===== config.mk =====
export PLATFORM = sky130hd
export DESIGN_NAME = apb_master
export DESIGN_NICKNAME = d
export VERILOG_FILES = /design/src/rtl/apb_pkg.sv /design/src/rtl/apb_addr_decode.sv /design/src/rtl/apb_master.sv
export SDC_FILE = /design/constraint.sdc
export NUM_CORES = 1
export LEC_CHECK = 0
export CAP_MARGIN = 10
export CELL_PAD_IN_SITES_DETAIL_PLACEMENT = 0
export CELL_PAD_IN_SITES_GLOBAL_PLACEMENT = 1
export CORE_MARGIN = 3
export CORE_UTILIZATION = 33
export CTS_CLUSTER_SIZE = 24
export DETAILED_ROUTE_END_ITERATION = 10
export GPL_TIMING_DRIVEN = 0
export PLACE_DENSITY_LB_ADDON = 0.1
export SETUP_SLACK_MARGIN = 0.5
export SLEW_MARGIN = 5
export SYNTH_ARGS = -nofsm -noshare
export SYNTH_HDL_FRONTEND = slang
export SYNTH_HIERARCHICAL = 1
export SYNTH_SLANG_ARGS = --single-unit
export TNS_END_PERCENT = 100

===== constraint.sdc =====
create_clock -name PCLK -period 6.4 [get_ports PCLK]
set_input_delay 1.28 -clock PCLK [delete_from_list [all_inputs] [get_ports PCLK]]
set_output_delay 1.28 -clock PCLK [all_outputs]
set_load 0.005 [all_outputs]

===== src/rtl/apb_pkg.sv =====
// rtl/apb_pkg.sv - shared types and constants for the APB master slice
package apb_pkg;

    // Transfer sequencing states
    typedef enum logic [1:0] {
        ST_IDLE   = 2'd0,
        ST_SETUP  = 2'd1,
        ST_ACCESS = 2'd2,
        ST_RESP   = 2'd3
    } apb_state_e;

    // Peripheral window and completer slots
    localparam logic [31:0] APB_BASE      = 32'h1000_0000;
    localparam int          APB_SLOT_BITS = 12;
    localparam int          APB_NSLV      = 4;
    localparam int          APB_IDX_W     = 2;

    // Width of the ACCESS-phase wait counter
    localparam int          APB_TMO_W     = 8;

endpackage


===== src/rtl/apb_addr_decode.sv =====
// rtl/apb_addr_decode.sv - combinational window decode to completer index and one-hot select
module apb_addr_decode
    import apb_pkg::*;
#(
    parameter int          NSLV = APB_NSLV,
    parameter logic [31:0] BASE = APB_BASE
) (
    input  logic [31:0]          addr_i,
    output logic                 hit_o,
    output logic [APB_IDX_W-1:0] idx_o,
    output logic [NSLV-1:0]      sel_o
);

    // Bits above the slot index must match the window base
    localparam int WIN_LSB = APB_SLOT_BITS + APB_IDX_W;

    // Slot index from the address, hit only inside the window and below NSLV
    always_comb begin
        idx_o = addr_i[WIN_LSB-1:APB_SLOT_BITS];
        hit_o = (addr_i[31:WIN_LSB] == BASE[31:WIN_LSB]) && (int'(idx_o) < NSLV);
        sel_o = '0;
        for (int i = 0; i < NSLV; i++) begin
            if (hit_o && (int'(idx_o) == i)) begin
                sel_o[i] = 1'b1;
            end
        end
    end

endmodule


===== src/rtl/apb_master.sv =====
// rtl/apb_master.sv - single-outstanding APB requester with decode, wait states and timeout
module apb_master
    import apb_pkg::*;
#(
    parameter int          NSLV    = APB_NSLV,
    parameter logic [31:0] BASE    = APB_BASE,
    parameter int          TIMEOUT = 255
) (
    input  logic                   PCLK,
    input  logic                   PRESET,
    input  logic                   req_valid,
    output logic                   req_ready,
    input  logic [31:0]            req_addr,
    input  logic                   req_write,
    input  logic [31:0]            req_wdata,
    output logic                   rsp_valid,
    output logic [31:0]            rsp_rdata,
    output logic                   rsp_err,
    output logic [31:0]            PADDR,
    output logic [31:0]            PWDATA,
    output logic                   PWRITE,
    output logic                   PENABLE,
    output logic [NSLV-1:0]        PSEL,
    input  logic [NSLV-1:0][31:0]  PRDATA_s,
    input  logic [NSLV-1:0]        PREADY_s
);

    // Last ACCESS cycle that may still wait on PREADY before aborting
    localparam logic [APB_TMO_W-1:0] TMO_LAST = APB_TMO_W'(TIMEOUT - 1);

    apb_state_e           state_q;
    logic                 req_ready_q;
    logic                 rsp_valid_q;
    logic                 rsp_err_q;
    logic [31:0]          rsp_rdata_q;
    logic [31:0]          paddr_q;
    logic [31:0]          pwdata_q;
    logic                 pwrite_q;
    logic                 penable_q;
    logic [NSLV-1:0]      psel_q;
    logic [APB_IDX_W-1:0] idx_q;
    logic [APB_TMO_W-1:0] cnt_q;

    logic                 dec_hit;
    logic [APB_IDX_W-1:0] dec_idx;
    logic [NSLV-1:0]      dec_sel;

    apb_addr_decode #(
        .NSLV (NSLV),
        .BASE (BASE)
    ) u_decode (
        .addr_i (req_addr),
        .hit_o  (dec_hit),
        .idx_o  (dec_idx),
        .sel_o  (dec_sel)
    );

    // Transfer FSM with every bus and response output held in a register
    always_ff @(posedge PCLK or posedge PRESET) begin
        if (PRESET) begin
            state_q     <= ST_IDLE;
            req_ready_q <= 1'b1;
            rsp_valid_q <= 1'b0;
            rsp_err_q   <= 1'b0;
            rsp_rdata_q <= '0;
            paddr_q     <= '0;
            pwdata_q    <= '0;
            pwrite_q    <= 1'b0;
            penable_q   <= 1'b0;
            psel_q      <= '0;
            idx_q       <= '0;
            cnt_q       <= '0;
        end else begin
            case (state_q)
                ST_IDLE: begin
                    if (req_valid && req_ready_q) begin
                        req_ready_q <= 1'b0;
                        if (dec_hit) begin
                            // Bus fields only move on a real transfer so misses leave APB quiet
                            state_q  <= ST_SETUP;
                            psel_q   <= dec_sel;
                            idx_q    <= dec_idx;
                            paddr_q  <= req_addr;
                            pwrite_q <= req_write;
                            pwdata_q <= req_wdata;
                        end else begin
                            state_q     <= ST_RESP;
                            rsp_valid_q <= 1'b1;
                            rsp_err_q   <= 1'b1;
                            rsp_rdata_q <= '0;
                        end
                    end
                end
                ST_SETUP: begin
                    state_q   <= ST_ACCESS;
                    penable_q <= 1'b1;
                    cnt_q     <= '0;
                end
                ST_ACCESS: begin
                    if (PREADY_s[idx_q]) begin
                        state_q     <= ST_RESP;
                        psel_q      <= '0;
                        penable_q   <= 1'b0;
                        rsp_valid_q <= 1'b1;
                        rsp_err_q   <= 1'b0;
                        rsp_rdata_q <= pwrite_q ? 32'h0 : PRDATA_s[idx_q];
                    end else if (cnt_q == TMO_LAST) begin
                        // Completer never answered: abandon the transfer
                        state_q     <= ST_RESP;
                        psel_q      <= '0;
                        penable_q   <= 1'b0;
                        rsp_valid_q <= 1'b1;
                        rsp_err_q   <= 1'b1;
                        rsp_rdata_q <= '0;
                    end else begin
                        cnt_q <= cnt_q + 1'b1;
                    end
                end
                ST_RESP: begin
                    state_q     <= ST_IDLE;
                    req_ready_q <= 1'b1;
                    rsp_valid_q <= 1'b0;
                    rsp_err_q   <= 1'b0;
                    rsp_rdata_q <= '0;
                end
                default: begin
                    state_q     <= ST_IDLE;
                    req_ready_q <= 1'b1;
                    psel_q      <= '0;
                    penable_q   <= 1'b0;
                    rsp_valid_q <= 1'b0;
                end
            endcase
        end
    end

    assign req_ready = req_ready_q;
    assign rsp_valid = rsp_valid_q;
    assign rsp_err   = rsp_err_q;
    assign rsp_rdata = rsp_rdata_q;
    assign PADDR     = paddr_q;
    assign PWDATA    = pwdata_q;
    assign PWRITE    = pwrite_q;
    assign PENABLE   = penable_q;
    assign PSEL      = psel_q;

endmodule

Yosys cells after proc, flatten, opt, wreduce, memory -nomap -nowiden
Cells that the tools add are included.
{"block": "totals", "ff_bits": 117, "input_bits": 200, "output_inout_bits": 105}
{"block": "op_classes", "addsub": 1, "n_lt_le_gt_ge": 1, "eq_ne": 14, "n_mux": 39, "reduce_logical": 18}
{"cell": "$mux 32", "n": 6}
{"cell": "$pmux 32 s3", "n": 1}
{"cell": "$bmux 32 s2", "n": 1}
{"cell": "$eq 18x15->1 const B", "n": 1}
{"cell": "$mux 4", "n": 4}
{"cell": "$mux 8", "n": 2}
{"cell": "$pmux 8 s2", "n": 1}
{"cell": "$mux 1", "n": 13}
{"cell": "$ne 2x2->1 const B", "n": 5}
{"cell": "$add 8x1->8 const B", "n": 1}
{"cell": "$eq 2x2->1 const B", "n": 4}
{"cell": "$eq 8x8->1 const B", "n": 1}
{"cell": "$mux 2", "n": 4}
{"cell": "$pmux 2 s4", "n": 1}
{"cell": "$pmux 4 s2", "n": 1}
{"cell": "$reduce_and 4->1", "n": 2}
{"cell": "$pmux 1 s3", "n": 2}
{"cell": "$reduce_and 2->1", "n": 3}
{"cell": "$reduce_and 3->1", "n": 2}
{"cell": "$reduce_bool 2->1", "n": 3}
{"cell": "$logic_and 1x1->1", "n": 5}
{"cell": "$eq 2x1->1 const B", "n": 2}
{"cell": "$logic_not 2->1", "n": 2}
{"cell": "$pmux 1 s2", "n": 2}
{"cell": "4 further kinds", "n": 4}

Depth between registers and ports, before layout
Gate-level depths: netlist of the first run.
{"block": "depth", "depth_word": 6, "mapped_depth": 8, "depth_no_buf": 7}

Cells and area by module
Netlist of the first run, hierarchy kept.
{"mod": "apb_master", "n_inst": 1, "cells_per_inst": 388, "area_each_um2": 5666.7, "seq_area_each_um2": 2929.1}
{"mod": "apb_addr_decode", "n_inst": 1, "cells_per_inst": 16, "area_each_um2": 125.1, "seq_area_each_um2": 0.0}

Worst setup path before layout of the first run
OpenSTA, ideal clock, no wires.
{"block": "synth_path", "path_type": "input-to-reg", "start": "input req_addr[15]", "end": "register pwdata_q[0], in the netlist PWDATA[0]", "setup_ns": 0.125, "t_arrival_ns": 2.733, "t_required_ns": 6.275, "setup_slack_ns": 3.542, "stages": 7, "cell_sequence": "nor4_2 > nand3_2 > nor2_1 > nand4_1 > buf_1 > buf_2 > mux2_2"}
{"block": "synth_between", "elab_chain_cells": 2}
{"element": "from (decl)", "line": "apb_master.sv:13", "rtl": "input logic [31:0] req_addr,"}
{"element": "$eq 18x15->1", "line": "apb_addr_decode.sv:20", "rtl": "hit_o = (addr_i[31:WIN_LSB] == BASE[31:WIN_LSB]) && (int'(idx_o) < NSLV);"}
{"element": "via dec_hit", "line": "apb_master.sv:44", "rtl": "logic dec_hit;"}
{"element": "$reduce_and 3->1 (no line)"}
{"element": "to (signal assigned)", "line": "apb_master.sv:85", "rtl": "pwdata_q <= req_wdata;"}
{"element": "to (decl)", "line": "apb_master.sv:37", "rtl": "logic [31:0] pwdata_q;"}
The timed path passes the listed nets, and every way through them passes these cells.
A chain may end at the register's enable or synchronous reset.

Worst setup path in the final report of the first run
{"block": "layout_path", "start": "input req_addr[27]", "end": "register pwdata_q[25], in the netlist PWDATA[25]"}
The elaborated chain is that of the path after synthesis.

==> flow_metrics.tcl, run 1 <==
set metrics [dict create \
    grt_max_degree 96 \
    synthesis.nets 609 \
    cts_hold_buf 0 \
    postCtsSetupBuffers 0 \
    synth_seq_cells 117 \
    synthDistinctLibCells 47 \
    rsz0062_at_grt "false" \
    coreArea_um2 16900 \
    syn_inst 404 \
    yosysWarnings 6 \
    final_area_um2 9690 \
    root_buffer "clkbuf_16" \
    yosysTopAreaCell "dfrtp_1" \
    skew_ns 0.0120 \
    wl_per_cell_um 18.8 \
    path_clk_slew_ns 0.06 \
    chipHeight_um 138 \
    rows 47 \
    fmax_mhz 303 \
    routed_wl_um 18100 \
    maxSlewHeadroom_pct 58.8 \
    p_per_area_nw_per_um2 283 \
    syn2layout_area_growth_pct 67.2 \
    clkSinkCount 117 \
    synth_top_area_share_pct 50.1 \
    worstPathRequired_ns 6.70 \
    die_area_um2 19200 \
    synth_area_um2 5790 \
    insertion_delay_ns 0.42 \
    cts_max_level 4 \
    nets 933 \
    grt-ovfl-total 0 \
    drv_slew 0 \
    diodes 0 \
    p_leak_nw 4.17 \
    grt_first_pass_wirelength_um 28900 \
    outcome "complete, no violations" \
    track_usage_pct 19.1 \
    ios 305 \
    cp_data_arrival_time_ns 3.61 \
    tightest_slew_ns 0.618 \
    worst_setup_path_start_kind "primary input" \
    finalCritPeriodShare_pct 51.6 \
    initial_core_util_pct 34.3 \
    drtPass1Iterations 4 \
    cts_tree "done" \
    dr.first_iter.drc_count 207 \
    cts_resized 0 \
    yosysSeqAreaShare_pct 50.6 \
    crit_type "primary input to flip-flop" \
    ctsLongestPathBuffers 2 \
    post-route-min-period_ns 3.30 \
    irDropWorstVdd_mv 0.200 \
    placedInstanceArea_um2 9140 \
    antenna_left 0 \
    finalHoldViolations 0 \
    avgSynthCellArea_um2 14.3 \
    antenna_found_initial 0 \
    setup_viol 0 \
    die_x_um 138 \
    gp_congestion 0.924 \
    hpwl_um 14300 \
    numPortBuffers 304 \
    min_path_type "flip-flop to flip-flop" \
    drive_above_1_share_pct 21.5 \
    end_kind "flip-flop" \
    grt_pass1_vias 5225 \
    fin_tns_setup_ns 0 \
    synthTopCellsByArea "dfrtp_1, mux2_2, mux4_2" \
    path_max_fanout 10 \
    cts_buffers 17 \
    detail_route.vias_per_cell 4.81 \
    vias 4618 \
    remaining_drc_errors 0 \
    drv_cap 0 \
]
==> layout make-up <==
cell class,count,area [µm²]
multi-input cells,250,2680
well taps,220,275
plain buffers,27,144
clock buffers,19,433
repair buffers,305,3070
clock inverters,13,110
inverters,10,42.5
flip-flops and latches,117,2930
fillers,1393,7190
==> cells in the final DEF, fill, tap and decap left out, types with 2 or more instances in the layout <==
master / instances
inv_6: 2
clkbuf_1: 10
a21oi_1: 6
nor4_1: 6
nor2_1: 6
nor2b_1: 32
mux2_2: 72
nand4_1: 3
nand3_1: 3
buf_1: 4
mux4_2: 33
clkinv_2: 5
o21ai_0: 5
clkinvlp_4: 5
ha_1: 5
buf_6: 3
inv_1: 9
clkbuf_16: 17
nand2_1: 11
mux2i_1: 5
clkdlybuf4s50_1: 304
buf_2: 10
a21o_1: 2
a22o_1: 4
dfrtp_1: 116
mux2_1: 29
buf_4: 2
nor3_1: 4
nand2b_1: 2
==> cells in the mapped netlist, drive strengths merged <==
cell       n
a21o       2
nand4      3
nand2     11
o2bb2ai    1
nor3       4
dfrtp    116
nor2b     32
a22oi      1
a21oi      6
o22ai      1
ha         5
o21ai      5
a211oi     1
mux4      33
nand2b     2
a221oi     1
nor4       7
o22a       1
a22o       4
a21boi     1
clkbuf     8
mux2i      5
o31ai      1
dfstp      1
nand3      5
buf       19
nand3b     1
a211o      1
nor4b      3
nor3b      1
and4       1
and3       1
nor2       6
o211ai     1
mux2     101
inv       10
a21bo      1
o311ai     1
==> routing by layer <==
layer	share of wire, %	global-route usage [%]
met1	38	21.2
met2	51	32.9
met3	9.4	8.98
met4	1.3	5.25
met5	0	0
==> stage by stage <==
step / power [mW] / hold slack (ns) / worst slack, ns / util, % / std cells
final: 2.74 / 0.488 / 3.10 / 57.4 / 961
after global routing: 2.90 / 0.501 / 2.92 / 57.4 / 961
after CTS: 2.79 / 0.493 / 3.03 / 57.4 / 961
after detailed placement: 1.90 / 0.481 / 2.57 / 54.2 / 929
after global placement: 1.87 / 0.475 / 0.293 / 54.0 / 928
after floorplan: 1.39 / 0.489 / 2.02 / - / 404
==> sequential cells by signal (all words and copies together), names as in the netlist <==
name       flops
state_q        2
PWRITE         1
rsp_err        1
cnt_q          8
idx_q          2
PADDR         32
PSEL           4
rsp_rdata     32
req_ready      1
PWDATA        32
PENABLE        1
rsp_valid      1
==> path summary, 6_finish.rpt <==
| kind | endpoint | slack [ns] | cells after the start | start |
|---|---|---|---|---|
| min reg2reg | rsp_rdata[18]$_DFFE_PP0P_ | 0.49 | 1 | rsp_rdata[18]$_DFFE_PP0P_ |
| max | PWDATA[25]$_DFFE_PP0P_ | 3.10 | 8 | req_addr[27] |
| min in group asynchronous | PADDR[0]$_DFFE_PP0P_ | 1.18 | 2 | PRESET |
| max in group asynchronous | rsp_rdata[27]$_DFFE_PP0P_ | 4.49 | 3 | PRESET |
| min | rsp_rdata[18]$_DFFE_PP0P_ | 0.49 | 1 | rsp_rdata[18]$_DFFE_PP0P_ |
| max reg2reg | rsp_rdata[29]$_DFFE_PP0P_ | 4.05 | 6 | idx_q[0]$_DFFE_PP0P_ |
==> worst max-delay path: stages <==
cell and delay (ns):
clkdlybuf4s50_1 0.42, nor4_1 0.33, nand2_1 0.21, nor2_1 0.24, nand4_1 0.22, buf_1 0.31
buf_2 0.28, mux2_2 0.30
==> logic make-up (layout without fill, tap and decap cells) <==
logic type / count (synthesis) / after routing / synth area share, %
flip-flops: 117 / 117 / 50.6
AND/OR/NAND/NOR: 77 / 77 / 8.38
adder cells (fa/ha/maj): 5 / 5 / 1.08
buffers and inverters: 37 / 374 / 3.13
multiplexers: 139 / 139 / 33.3
AO/OA/AOI/OAI: 29 / 29 / 3.50
==> power breakdown <==
group | internal, mW | switching [mW] | total [mW]
combinational | 0.530 | 0.394 | 0.924
sequential | 0.871 | 0.0729 | 0.944
clock | 0.530 | 0.346 | 0.876
total | 1.93 | 0.813 | 2.74
(Power assumes the default switching activity.)
==> inputs of run 2 (changes only) <==
CORE_UTILIZATION = 28   (was 33)
clock period = 3 ns   (was 6.4 ns; I/O delays follow)
==> run 2 against run 1 <==
  * Non-clock buffer count rose by 9
  * Via count rose by 2.0%
  * Largest power group unchanged
  * Clock skew fell by 0.0030 ns
  * Critical path type unchanged
  * Largest cell class unchanged
  * First-iteration DRC count fell by 45%
  * Critical path depth did not move
  * Die area rose by 17%
  * Wire length rose by 3.3%
  * Highest routed layer unchanged
  * Cell count rose by 5.5%
==> flow_metrics.tcl, run 2 (synthesis results as in run 1) <==
set metrics [dict create \
    outcome "complete, no violations" \
    drtPass1Iterations 4 \
    end_kind "flip-flop" \
    antenna_found_initial 0 \
    worst_setup_path_start_kind "primary input" \
    dr.first_iter.drc_count 114 \
    initial_core_util_pct 29.1 \
    path_max_fanout 10 \
    cp-endpoint "idx_q[0]$_DFFE_PP0P_" \
    crit_cells 8 \
    rrSetupSlack_ns 0.67 \
    crit_path_cell_trace "clkdlybuf4s50_1, nor4b_4, nand3_2, nor2_4, nand4_1, buf_6, buf_2, mux2_2" \
    die_area_um2 22400 \
    drive_above_1_share_pct 23.1 \
    slowest_delay_ns 0.48 \
    post-route-min-period_ns 2.38 \
    setup_viol 0 \
    grt-ovfl-total 0 \
    diodes 0 \
    holdWs_ns 0.488 \
    path_buf_inv 3 \
    r2r-start "state_q[0]$_DFFE_PP0P_" \
    finalPower_mw 5.96 \
    maxSlewHeadroom_pct 58.3 \
    worstPathRequired_ns 3.29 \
    fmax_mhz 420 \
    p_per_area_nw_per_um2 604 \
    vias 4712 \
    grt_first_pass_wirelength_um 28700 \
    gp_congestion 0.781 \
    cts_tree "done" \
    fin_tns_setup_ns 0 \
    cts_max_level 4 \
    final_common_cell "clkdlybuf4s50_1" \
    tightest_slew_ns 0.626 \
    fillerInstances 1764 \
    track_usage_pct 16.7 \
    ctsLongestPathBuffers 2 \
    irDropWorstVdd_mv 0.438 \
    most-common-layout-cells "clkdlybuf4s50_1, dfrtp_1, mux2_2" \
    r2r_cells 8 \
    cts_buffers 17 \
    nets 942 \
    cp_top_family "buffers and inverters" \
    skew_ns 0.00902 \
    detail_route.vias_per_cell 4.65 \
    rows 51 \
    coreArea_um2 19900 \
    cpMaxStageDelayCell "clkdlybuf4s50_1" \
    clkSinkCount 117 \
    final_area_um2 9880 \
    numPortBuffers 304 \
    finalCritPeriodShare_pct 79.4 \
    rsz0062_at_grt "true" \
    wl_per_cell_um 18.4 \
    hpwl_um 15000 \
    die_x_um 150 \
    cts_hold_buf 0 \
    drv_cap 0 \
    ios 305 \
    placedInstanceArea_um2 9230 \
    grt_pass1_vias 5244 \
    syn2layout_area_growth_pct 70.6 \
    root_buffer "clkbuf_16" \
    chipHeight_um 150 \
    p_leak_nw 4.24 \
    antenna_left 0 \
    finalHoldViolations 0 \
    startpoint "req_addr[21]" \
    insertion_delay_ns 0.41 \
    grt_max_degree 40 \
    r2r_end "rsp_rdata[1]$_DFFE_PP0P_" \
    cp_data_arrival_time_ns 2.67 \
    remaining_drc_errors 0 \
    min_path_type "flip-flop to flip-flop" \
    path_clk_slew_ns 0.05 \
    crit_type "primary input to flip-flop" \
    routed_wl_um 18700 \
    drv_slew 0 \
]
==> run 2: cell types whose count changed in the layout (fill, tap and decap cells not counted) <==
cell	before	now
buf_4	2	9
buf_16	1	0
nor2_1	6	5
clkbuf_2	0	2
buf_6	3	4
clkinvlp_4	5	3
buf_1	4	1
nor2_4	0	1
bufinv_16	1	2
buf_12	0	3
clkbuf_1	10	8
clkinv_2	5	2
inv_6	2	3
clkinv_4	1	5
==> run 2: final cells by class <==
class	instances	area [µm²]	share of cell area, %
Tap cell	265	332	3.36
Multi-Input combinational cell	250	2690	27.2
Clock buffer	17	425	4.31
Timing Repair Buffer	314	3160	31.9
Sequential cell	117	2930	29.6
Inverter	10	41.3	0.418
Buffer	27	154	1.56
Clock inverter	14	155	1.57
==> run 2: stage by stage <==
step,worst slack [ns],instances,utilization [%]
after floorplan,0.822,404,-
after global placement,-0.212,973,46.1
after detailed placement,-0.133,976,46.4
after CTS,0.505,1007,49.3
after global routing,0.475,1014,49.6
final,0.617,1014,49.6
==> run 2: worst min-delay path by stage <==
stage                         startpoint                        end  slack (ns)  cells after the start
2_1_floorplan        rsp_err$_DFFE_PP0P_        rsp_err$_DFFE_PP0P_        0.49                      1
3_3_place_gp   rsp_rdata[18]$_DFFE_PP0P_  rsp_rdata[18]$_DFFE_PP0P_        0.48                      1
3_5_place_dp   rsp_rdata[21]$_DFFE_PP0P_  rsp_rdata[21]$_DFFE_PP0P_        0.48                      1
4_1_cts        rsp_rdata[21]$_DFFE_PP0P_  rsp_rdata[21]$_DFFE_PP0P_        0.49                      1
5_1_grt        rsp_rdata[21]$_DFFE_PP0P_  rsp_rdata[21]$_DFFE_PP0P_        0.49                      1
6_report       rsp_rdata[15]$_DFFE_PP0P_  rsp_rdata[15]$_DFFE_PP0P_        0.49                      1
==> run 2: worst register-to-register path: stages (launching register included) <==
cell      delay (ns)
dfrtp_1         0.39
inv_1           0.09
ha_1            0.15
clkbuf_1        0.26
a21boi_0        0.46
nor2_1          0.15
nand3_4         0.18
buf_6           0.18
mux2_1          0.34
==> run 2: metal layers <==
metal / global-route usage [%] / vias up / part of all wire [%]
li1: - / 2168 / -
met4: 5.40 / 0 / 1.9
met1: 18.5 / 2346 / 37
met3: 6.84 / 22 / 9.2
met5: 0 / - / 0
met2: 29.0 / 176 / 52
==> run 2: where the power goes <==
group	internal (mW)	leakage [nW]	total [mW]	switching (mW)
logic	1.14	2.36	1.98	0.846
clock network	1.23	0.280	1.98	0.751
registers	1.86	1.60	2.01	0.149
total	4.22	4.24	5.96	1.75
==> run 2: what timing repair did <==
item | in CTS | in global routing
resized for setup | 2 | 6
endpoints found under the setup margin | 31 | 60
buffers inserted | 0 | 7
endpoints found under the hold margin | 0 | 0
pin swaps | 0 | 3
==> RTL change 1 (config.mk and constraints of run 2) <==
Set the package constant `APB_NSLV` to 3 (it was 4).
--- a/src/rtl/apb_pkg.sv
+++ b/src/rtl/apb_pkg.sv
@@ -12,7 +12,7 @@
     // Peripheral window and completer slots
     localparam logic [31:0] APB_BASE      = 32'h1000_0000;
     localparam int          APB_SLOT_BITS = 12;
-    localparam int          APB_NSLV      = 4;
+    localparam int          APB_NSLV      = 3;
     localparam int          APB_IDX_W     = 2;
 
     // Width of the ACCESS-phase wait counter
Ports: changed (resized PRDATA_s, PREADY_s and PSEL); port bits go from 305 to 271. No check against the original RTL was run, so the function may have changed too.
==> RTL change 1 against run 2 <==
  * Sequential cell count fell by 1
  * Setup slack got worse by 0.065 ns
  * Hold slack got worse by 0.0069 ns
  * Wire length fell by 5.0%
  * Area after synthesis fell by 1.7%
  * Design area fell by 3.8%
  * Die area fell by 1.7%
  * Power rose by 2.9%
==> RTL change 1: results (changes against run 2) <==
sequential area share after synthesis=0.510 (+0.00450); detailed placement HPWL=13.7 mm (-8.8%); Area after DPL=8800 µm² (-4.7%); Setup WS pre-CTS=-0.327 ns (-0.194 ns); Worst R2R End=rsp_rdata[0]; fillcell total=1776 (+0.68%); Synth Net Count=623 (+2.3%); worst hold endpoint=rsp_rdata[6]; drt wl/cell=17.3 µm (-6.0%); Avg Cell Area, Syn=12.6 µm² (-12%); IO buf count=270 (-11%); min Tclk post-route=2.45 ns (+0.0649 ns); internal reg-to-reg setup slack=0.75 ns (+0.08 ns); crit path DAT=2.74 ns (+0.07 ns); worst hold start=rsp_rdata[6]; routability congestion estimate=0.756 (-3.2%); Detailed Route Iter0 Violations=115 (+0.88%); maximum vdd drop=0.000464 V (+5.9%); DP Cell Count=989 (+1.3%); via count=4800 (+1.9%); distinct cell type count after synthesis=46 (-2.1%); number of global-route vias before repair=5254 (+0.19%); status=finished, final reports clean; worst setup path start=req_addr[13]; most frequent cells after synthesis=dfrtp_1 (115), mux2_2 (72), mux2i_1 (36)
-- RTL change 1: cell types whose count changed in the layout (fill, tap and decap cells not counted), moves of 3 or more --
cell	run 2	this run
mux2i_1	5	36
and3_1	1	33
nor2b_1	32	2
clkdlybuf4s50_1	304	269
buf_2	10	6
nand3_1	3	7
a22o_1	4	0
o2bb2ai_1	1	31
mux4_2	33	0
inv_1	9	13
clkbuf_1	8	13
a21oi_1	6	3
-- RTL change 1: timing repair --
item | in CTS | in global routing
cloned | 0 | 0
gates resized for setup | 6 | 14
buffers inserted | 2 | 2
setup endpoints to repair | 97 | 79
pin swaps | 2 | 3
-- RTL change 1: cell type report --
class	instances	area [µm²]	area share
plain buffers	33	191	0.0201
inverters	14	56.3	0.00592
well taps	265	332	0.0349
multi-input cells	288	2600	0.274
clock buffers	18	439	0.0462
repair buffers	277	2800	0.295
clock inverters	14	178	0.0187
flip-flops and latches	116	2900	0.306
-- RTL change 1: logic make-up (layout without fill, tap and decap cells) --
| kind of cell | Yosys count | count (layout) | share of synthesized area |
|---|---|---|---|
| and+or+nand+nor | 84 | 84 | 0.0864 |
| AOI/OAI and AO/OA | 63 | 63 | 0.0926 |
| buffers and inverters | 47 | 356 | 0.0387 |
| adders and majority gates | 5 | 5 | 0.0110 |
| muxes | 136 | 136 | 0.261 |
| DFF | 116 | 116 | 0.510 |
-- RTL change 1: power breakdown --
group | switching (W) | internal [W]
Combinational | 0.000890 | 0.00114
Sequential | 0.000163 | 0.00185
Clock | 0.000769 | 0.00134
Total | 0.00182 | 0.00432
-- RTL change 1: routing by layer --
metal	vias up	global-route usage	part of all wire
li1	2279	-	-
met1	2326	0.183	0.40
met2	179	0.267	0.48
met3	16	0.0743	0.10
met4	0	0.0485	0.015
met5	-	0	0
==> RTL change 2 (flow settings as in run 2) <==
Made on the original files. Put one more register stage on the output `rsp_err`, with the module's reset. The value now appears one clock later. The other outputs are not delayed to match.
--- a/src/rtl/apb_master.sv
+++ b/src/rtl/apb_master.sv
@@ -136,7 +136,13 @@
 
     assign req_ready = req_ready_q;
     assign rsp_valid = rsp_valid_q;
-    assign rsp_err   = rsp_err_q;
+    always_ff @(posedge PCLK or posedge PRESET) begin
+        if (PRESET) begin
+            rsp_err <= '0;
+        end else begin
+            rsp_err <= rsp_err_q;
+        end
+    end
     assign rsp_rdata = rsp_rdata_q;
     assign PADDR     = paddr_q;
     assign PWDATA    = pwdata_q;
Function: changed (Yosys sat finds a counterexample within 4 cycles, from zero or initial values and one cycle with PRESET high).
==> RTL change 2 against run 2 <==
  * Sequential cell count up 1
  * Wire length up 0.52%
  * Power down 2.0%
  * Design area down 0.15%
  * Largest cell class unchanged
  * Non-clock buffer count unchanged
  * Global-route usage up 0.12 points
  * Synthesized cell count up 0.25%
  * Largest power group unchanged
  * Area after synthesis up 0.43%
  * Die area up 0.42%
  * Setup slack worse by 0.038 ns
==> RTL change 2: results (changes against run 2) <==
hold depth=0 (-1); via count=4691 (-0.45%); first-pass GRT wire length=29.2 mm (+1.9%); Setup WS pre-CTS=-0.177 ns (-0.0437 ns); distinct cell type count after synthesis=47 (unchanged); nets@finish=943 (+0.11%); largest cells by area after synthesis=dfrtp_1 (50%), mux2_2 (14%), mux4_2 (13%), mux2_1 (5.6%), nor2b_1 (3.4%); Synth Net Count=610 (+0.16%); antenna violations before repair=0 (unchanged); largest net degree at the start of global routing=40 (unchanged); Synth Area in XOR/XNOR=0 (unchanged); antenna cells=0 (unchanged); worst hold path type=register to register; max_slew headroom=0.558 (-0.0246); maximum vdd drop=0.000407 V (-7.0%); Min Hold Slack=0.384 ns (-0.103 ns); Adder-Cell Fraction of Synth Area=0.0108 (-0.0000465); CTS H-tree depth=4 (unchanged); drt wl/cell=18.4 µm (-0.16%); fraction of registers with async set/reset=1.00 (unchanged); internal reg-to-reg setup slack=about 0.68 ns; CTS Buf Count=17 (unchanged); Post-Layout Cell Count=1021 (+0.69%); YS warnings=6 (unchanged); Gate Count Post-Synth=405 (+0.25%); sequential area share after synthesis=0.508 (+0.00213); most frequent cells after synthesis=dfrtp_1 (117), mux2_2 (72), mux4_2 (33); crit path DAT=2.71 ns (+0.04 ns); layout cells sized above 1=0.230 (-0.000615); root buffer cell=clkbuf_16; clk buf depth=2 (unchanged); worst r2r path cells=6 (-2); IO buf count=304 (unchanged); number of global-route vias before repair=5251 (+0.13%); detailed placement HPWL=15.0 mm (-0.53%); status=finished, final reports clean; Synth Area in Compound Gates=0.0348 (-0.000151); clock skew=0.00771 ns (-0.00131 ns); Clock Latency Late Sink=0.41 ns (about the same); mux contribution to synthesized area=0.332 (-0.00143); Final period util=0.807 (+0.0128); DP Cell Count=982 (+0.61%); DR pass1 iterations=4 (unchanged); LEAKAGE=4.21 nW (-0.64%); Area after DPL=9260 µm² (+0.34%); total track usage=0.168 (+0.00118); Reg clk slew, reported paths=0.05 ns (about the same); Detailed Route Iter0 Violations=172 (+51%); routability congestion estimate=0.800 (+2.4%); CP max FO=10 (unchanged)
[RTL change 2: cell count changes after synthesis, sizes merged]
| cell | delta |
|---|---|
| dfrtp | +1 |
[RTL change 2: cell type report]
| class | instances | area [µm²] |
|---|---|---|
| plain buffers | 27 | 149 |
| multi-input cells | 250 | 2700 |
| clock inverters | 14 | 104 |
| fillers | 1865 | 10400 |
| inverters | 10 | 41.3 |
| flip-flops and latches | 118 | 2950 |
| well taps | 270 | 338 |
| repair buffers | 314 | 3160 |
| clock buffers | 18 | 429 |
[RTL change 2: final timing paths]
path / to / start
min in group asynchronous: PWDATA[1] / PRESET
max reg2reg: rsp_rdata[0] / idx_q[0]
max in group asynchronous: cnt_q[2] / PRESET
min: rsp_err / rsp_err_q
min reg2reg: rsp_err / rsp_err_q
max: PWDATA[2] / req_addr[15]
[RTL change 2: cells by family after synthesis]
logic type / after synthesis
muxes: 139
DFF: 118
and+or+nand+nor: 77
buffers and inverters: 37
AOI/OAI and AO/OA: 29
adders and majority gates: 5
[RTL change 2: repair_timing]
action	in CTS	in global routing
gates resized for setup	3	4
hold buffers	0	0
setup buffers	0	7
pin swaps	0	3
endpoints found under the setup margin	58	84
[RTL change 2: report_power, final]
part	internal (W)	switching (W)
Clock	0.00106	0.000761
Combinational	0.00114	0.000856
Sequential	0.00188	0.000156
[RTL change 2: metal layers]
layer  vias to the layer above  routed length (µm)  track usage
met2                       180                9460        0.289
met5                         -                   0            0
met1                      2323                7330        0.192
li1                       2173                   -            -
met4                         0                 229       0.0489
met3                        15                1760       0.0686
[RTL change 2: worst max-delay path, cell delays in order]
cell and delay, ns:
clkdlybuf4s50_1 0.43, nor4_2 0.35, nand3_2 0.20, nor2_4 0.17
nand4_1 0.20, buf_4 0.25, buf_2 0.21, mux2_2 0.29
